`src/rtl/mux4way16_arbiter_pkg.sv`:
```
// Shared definitions for the four-requester round-robin arbiter:
// FSM encodings, requester indices and the round-robin pick function.
package mux4way16_arbiter_pkg;

    typedef enum logic {
        IDLE = 1'b0,
        BUSY = 1'b1
    } state_t;

    localparam logic [1:0] IDX_A = 2'd0;
    localparam logic [1:0] IDX_B = 2'd1;
    localparam logic [1:0] IDX_C = 2'd2;
    localparam logic [1:0] IDX_D = 2'd3;

    // Scans from the farthest offset down to ptr, so the last hit is the nearest set bit.
    // The result is meaningless when req is all-zero; callers gate on |req.
    function automatic logic [1:0] rr_pick(input logic [3:0] req, input logic [1:0] ptr);
        logic [1:0] idx;
        rr_pick = ptr;
        for (int unsigned k = 0; k < 4; k++) begin
            idx = ptr + 2'(3 - k);
            if (req[idx]) rr_pick = idx;
        end
    endfunction

endpackage

```
`src/rtl/mux4way16_arbiter_mux.sv`:
```
// Four-way 16-bit word multiplexer used as the arbiter's shared datapath.
module Mux4Way16
    import mux4way16_arbiter_pkg::*;
(
    input  logic [15:0] a,
    input  logic [15:0] b,
    input  logic [15:0] c,
    input  logic [15:0] d,
    input  logic [1:0]  sel,
    output logic [15:0] out
);

    always_comb begin
        out = a;
        case (sel)
            IDX_A:   out = a;
            IDX_B:   out = b;
            IDX_C:   out = c;
            IDX_D:   out = d;
            default: out = a;
        endcase
    end

endmodule

```
`src/rtl/mux4way16_arbiter.sv`:
```
// Round-robin arbiter granting one of four requesters a shared 16-bit
// valid/ready output for a burst of up to MAX_BEATS transfers.
module mux4way16_arbiter
    import mux4way16_arbiter_pkg::*;
#(
    parameter int unsigned MAX_BEATS = 4
) (
    input  logic        clk,
    input  logic        rst_n,
    input  logic [3:0]  req,
    input  logic [3:0]  last,
    input  logic [15:0] a,
    input  logic [15:0] b,
    input  logic [15:0] c,
    input  logic [15:0] d,
    output logic [15:0] out,
    output logic        out_valid,
    input  logic        out_ready,
    output logic [3:0]  grant,
    output logic [1:0]  sel
);

    state_t     state;
    state_t     state_nxt;
    logic [1:0] ptr;
    logic [1:0] pick;
    logic [3:0] cnt;
    logic [3:0] cnt_inc;
    logic       xfer;
    logic       rel;

    always_comb begin
        pick    = rr_pick(req, ptr);
        cnt_inc = cnt + 4'd1;
        xfer    = (state == BUSY) && req[sel] && out_ready;
        rel     = (state == BUSY) &&
                  (!req[sel] || (xfer && (last[sel] || (cnt_inc == 4'(MAX_BEATS)))));
    end

    always_ff @(posedge clk or negedge rst_n) begin
        if (!rst_n) state <= IDLE;
        else        state <= state_nxt;
    end

    always_comb begin
        state_nxt = state;
        case (state)
            IDLE:    if (|req) state_nxt = BUSY;
            BUSY:    if (rel)  state_nxt = IDLE;
            default: state_nxt = IDLE;
        endcase
    end

    always_comb begin
        out_valid = (state == BUSY) && req[sel];
    end

    // Count is reloaded on every new grant, so it is left untouched on the release edge.
    always_ff @(posedge clk or negedge rst_n) begin
        if (!rst_n) begin
            sel   <= '0;
            grant <= '0;
            ptr   <= '0;
            cnt   <= '0;
        end else begin
            case (state)
                IDLE: begin
                    if (|req) begin
                        sel   <= pick;
                        grant <= 4'b0001 << pick;
                        cnt   <= '0;
                    end
                end
                BUSY: begin
                    if (rel) begin
                        ptr   <= sel + 2'd1;
                        grant <= '0;
                    end else if (xfer) begin
                        cnt <= cnt_inc;
                    end
                end
                default: grant <= '0;
            endcase
        end
    end

    Mux4Way16 u_mux (
        .a   (a),
        .b   (b),
        .c   (c),
        .d   (d),
        .sel (sel),
        .out (out)
    );

endmodule

```
`config.mk`:
```
export PLATFORM = sky130hd
export DESIGN_NAME = mux4way16_arbiter
export DESIGN_NICKNAME = d
export VERILOG_FILES = /design/src/rtl/mux4way16_arbiter_pkg.sv /design/src/rtl/mux4way16_arbiter_mux.sv /design/src/rtl/mux4way16_arbiter.sv
export SDC_FILE = /design/constraint.sdc
export NUM_CORES = 1
export LEC_CHECK = 0
export BUFFER_PORTS_ARGS = -buffer_cell sky130_fd_sc_hd__buf_2
export CORE_ASPECT_RATIO = 0.75
export CORE_MARGIN = 5
export CORE_UTILIZATION = 44
export DETAILED_ROUTE_END_ITERATION = 6
export HOLD_SLACK_MARGIN = 0.02
export PLACE_DENSITY = 0.89
export SETUP_SLACK_MARGIN = 0.3
export SLEW_MARGIN = 20
export SYNTH_ARGS = -nofsm -noshare
export SYNTH_HDL_FRONTEND = slang
export SYNTH_SLANG_ARGS = --single-unit
```
`constraint.sdc`:
```
create_clock -name clk -period 6.7 [get_ports clk]
set_clock_uncertainty 0.15 [all_clocks]
set_input_delay 1.34 -clock clk [delete_from_list [all_inputs] [get_ports clk]]
set_output_delay 1.34 -clock clk [all_outputs]
set_load 0.02 [all_outputs]
```
Word-level counts from Yosys, hierarchy flattened
Cells that the tools add are included.
W data, S select, Z words.

storage, ports and cells
  register bits after elaboration = 13
  logic and storage cells = 65
  bits of input ports = 75
  output and inout port bits = 23

cells by class
  order comparisons = 5
  reductions and logical operators = 13
  add/sub/neg operators = 5
  mux-type cells = 27
  equality and inequality tests = 8
  bitwise gates (word level) = 1
  shift-type cells = 1

operators with widths
  kind                   number
  $pmux W16 S4           1
  $mux W4                5
  $pmux W4 S2            2
  $lt A2 B3 Y1 const B   5
  $bmux W1 S2            6
  $mux W1                8
  $mux W2                4
  $reduce_and A2 Y1      3
  $add A2 B1 Y2 const B  2
  $add A2 B2 Y2 const B  2
  $add A4 B1 Y4 const B  1
  $eq A2 B2 Y1 const B   2
  $eq A4 B3 Y1 const B   1
  $logic_and A1 B1 Y1    4
  $ne A2 B1 Y1 const B   2
  $ne A2 B2 Y1 const B   2
  $reduce_or A4 Y1       1
  $shl A1 B2 Y4 const A  1
  $reduce_and A3 Y1      1
  $eq A2 B1 Y1 const B   1
  $logic_not A2 Y1       1
  $logic_or A1 B1 Y1     2
  $pmux W1 S2            1
  $logic_not A1 Y1       1
  $not A1 Y1             1

Depth between registers and ports, before layout
  depth after elaboration = 10
  mapped depth = 6
  depth with buffers taken out = 5

By module
Synthesis repeated with hierarchy kept, for this count alone.

unflattened totals
  cells, all modules = 105
  area total of the unflattened synthesis = 1,286.2 um^2

by module, submodules not included
  module             area each (um^2)  cells an instance  times used  sequential area each (um^2)
  mux4way16_arbiter  862.1             85                 1           325.3
  Mux4Way16          424.2             20                 1           0.0

Least setup slack after synthesis
Ideal clock, no wire load.

  kind = input-to-output
  start point = input port req[3]
  end point = output port out_valid
  path buffers = 0
  setup slack = 3.078 ns
  stages = 2
  data arrival time = 2.132 ns
  data required time = 5.210 ns
  cell sequence = mux4_2 -> and2_1

between the ends
  word-level cells in the longest chain between the ends = 3

RTL lines
  what                           RTL line                 text
  start, declared                mux4way16_arbiter.sv:10  input logic [3:0] req,
  $bmux W1 S2                    mux4way16_arbiter.sv:55  out_valid = (state == BUSY) && req[sel];
  $mux W1 (implied by the code)  mux4way16_arbiter.sv:55
  $logic_and A1 B1 Y1            mux4way16_arbiter.sv:55
  end, declared                  mux4way16_arbiter.sv:17  output logic out_valid,

Every way passes these cells. The select of a mux whose other input is x is not followed.

Worst setup path in the final report
Same ends and word-level chain as after synthesis.

==> results.py <==
metrics = {
    "status": {
        "outcome": "finished clean",
    },
    "clock_network": {
        "cts_resized": 0,
        "tritoncts": "built",
        "clock_latency_ns": 0.24,
        "cts_hold_buf": 0,
        "htreeDepth": 1,
        "cts_buffer_depth": 2,
        "cts.sinks": 13,
        "cts-root-buf": "clkbuf_8",
        "path_clk_slew_ns": 0.05,
        "numCtsBuffers": 3,
        "post_cts_buffers": 0,
    },
    "setup_path": {
        "arrival_ns": 2.41,
        "worstPathMaxFanout": 7,
        "crit_type": "primary input to output pin",
        "worstPathRequired_ns": 5.21,
        "crit_path_top_delay_cell": "mux4_2",
        "startpoint": "req[3]",
        "cpMostUsedCell": "buf_2",
        "crit_chain": "buf_2, mux4_2, and2_1, buf_2",
        "start_kind": "primary input",
        "slowest_delay_ns": 0.56,
        "worstReg2RegStart": "sel[0]",
        "end_kind": "output pin",
    },
    "synthesis": {
        "yosysUniqueCellTypes": 41,
        "syn_area_per_cell_um2": 9.20,
        "netlist_instances": 145,
        "synth_commonest_cells": "inv_1 (22), mux2i_1 (17), a222oi_1 (16)",
        "synth_area_mm2": 0.00133,
        "synth-edff-count": 0,
        "synth-seq-cells": 13,
        "syn-num-nets": 226,
        "yosys.area.top_type": "dfrtp_1",
        "ys.warnings.count": 0,
        "synth-main-ff-cell": "dfrtp_1",
        "seq_area_frac_synth_pct": 24.4,
        "synth_area_leaders": "dfrtp_1 (24%), mux2i_1 (13%), a222oi_1 (12%), inv_1 (6.2%), ha_1 (5.6%)",
        "yosys.area.top_type_share_pct": 24.4,
        "async_reset_ff_share_pct": 100,
        "yosysMostFrequentCell": "inv_1",
    },
    "timing": {
        "finalHoldViolations": 0,
        "rsz0062_at_grt": "false",
        "slew_viol_final": 0,
        "slew_headroom_pct": 36.5,
        "tightest_slew_ns": 0.952,
        "post-route-period-util_pct": 58.2,
        "setup_violations": 0,
        "setup_tns_ns": 0,
        "setup_slack_ns": 2.80,
        "fmax_mhz": 256,
        "post-route-min-period_ns": 3.90,
    },
    "placement": {
        "dp_slack_ns": 2.80,
        "io_buffers": 97,
        "gp_congestion": 0.903,
        "hpwl_um": 3620,
    },
    "pwr": {
        "seqPwrFrac_pct": 19.4,
        "p_int_w": 0.000383,
        "p_sw_share_pct": 51.7,
        "p_per_area_mw_per_mm2": 421,
        "clockPowerShare_pct": 8.8,
        "power_frac_comb_pct": 71.8,
        "p_total_w": 0.000794,
        "peakVddDrop_v": 0.000226,
        "power.net_switching_w": 0.000411,
        "leakagePower_nw": 1.05,
    },
    "route": {
        "drt-initial-drc-count": 135,
        "drc": 0,
        "dr_total_vias": 1601,
        "drt_first_pass_iters": 5,
        "routed_wl_um": 4570,
        "antenna_left": 0,
        "routedWlPerCell_um": 16.5,
        "viasPerCell": 5.78,
    },
    "worst_hold_path": {
        "min_path_type": "flop to flop",
        "hp-start": "grant[0]",
    },
    "floorplanning": {
        "die_w_um": 73.6,
        "initial_core_util_pct": 45.4,
        "fp-row-count": 17,
        "fp.coreArea_mm2": 0.00294,
        "die_area_mm2": 0.00424,
        "pin_count": 98,
        "die-height_um": 57.7,
    },
    "finish": {
        "regArea_um2": 325,
        "fin_nets": 321,
        "fillers": 254,
        "antenna_cells": 0,
        "area_growth_pct": 41.4,
        "multi_input_area_um2": 900,
        "drive_gt1_share_pct": 46.9,
    },
    "flow_run": {
        "drv_cap": 0,
    },
    "global_route": {
        "overflow": 0,
        "grt.total_usage_pct": 20.8,
        "grt_pass1_vias": 1518,
        "grt_start_max_net_pins": 17,
        "grt_pass1_wl_um": 7070,
        "antenna_found_initial": 0,
    },
}
[sequential cells by signal, indices dropped and copies added, names as in the netlist]
| signal | count |
|---|---|
| state | 1 |
| sel | 2 |
| cnt | 4 |
| grant | 4 |
| ptr | 2 |
[routing by layer]
layer / track usage [%] / part of all wire (%)
met1: 26.0 / 39
met2: 36.5 / 48
met3: 2.95 / 11
met4: 6.72 / 1.4
met5: 0 / 0
[power by group through the flow]
stage                     clock [W]  combinational, W  sequential, W
after floorplan                   0          0.000392       0.000158
after global placement            0          0.000563       0.000152
after detailed placement          0          0.000571       0.000154
after CTS                 0.0000701          0.000572       0.000153
after global routing      0.0000765          0.000609       0.000159
final                     0.0000697          0.000570       0.000154
[cell families after synthesis]
family | after synthesis | share of synthesized area [%]
mux | 20 | 17.0
buf+inv | 29 | 8.16
compound gates | 49 | 32.6
simple gates | 28 | 12.3
flops | 13 | 24.4
fa+ha+maj | 6 | 5.63
[stage by stage]
stage / std cells / cell area (um2) / hold slack (ns) / util [%]
2_1_floorplan: 145 / 1330 / 0.387 / -
3_3_place_gp: 273 / 1840 / 0.377 / 62.7
3_5_place_dp: 273 / 1840 / 0.382 / 62.7
4_1_cts: 277 / 1890 / 0.397 / 64.2
5_1_grt: 277 / 1890 / 0.409 / 64.2
6_report: 277 / 1890 / 0.395 / 64.2
[layout by cell type (no fill, tap or decap), types with 2 or more instances in the layout]
master     instances
buf_2             97
inv_1             22
mux2i_1           17
a222oi_1          16
dfrtp_1           13
nand2_1            7
ha_1               6
a21oi_1            5
nand2b_1           4
nor2_1             3
o21ai_0            3
and3_1             3
o2bb2ai_1          3
o22ai_1            3
clkbuf_8           3
mux4_2             2
and2_1             2
a21o_1             2
a31oi_1            2
a21boi_0           2
o22a_1             2
[final cells by class]
class,count,share of cell area [%]
clock buffers,4,2.39
inverters,22,4.38
multi-input cells,103,47.7
flip-flops and latches,13,17.3
well taps,38,2.52
repair buffers,97,25.7
[critical path: cells and delay by family]
family	cells	cell delay [ns]
buffers and inverters	2	0.29
muxes	1	0.56
and+or+nand+nor	1	0.22
[path summary, 6_finish.rpt]
kind | to | cells past startpoint | slack, ns
worst max-delay path | out_valid | 4 | 2.80
worst min-delay path | grant[0] | 2 | 0.39
worst max register to register | cnt[2] | 4 | 4.39
worst min register to register | grant[0] | 2 | 0.39
max in group asynchronous | grant[0] | 1 | 5.35
min in group asynchronous | cnt[0] | 1 | 0.82
(Power assumes the default switching activity.)
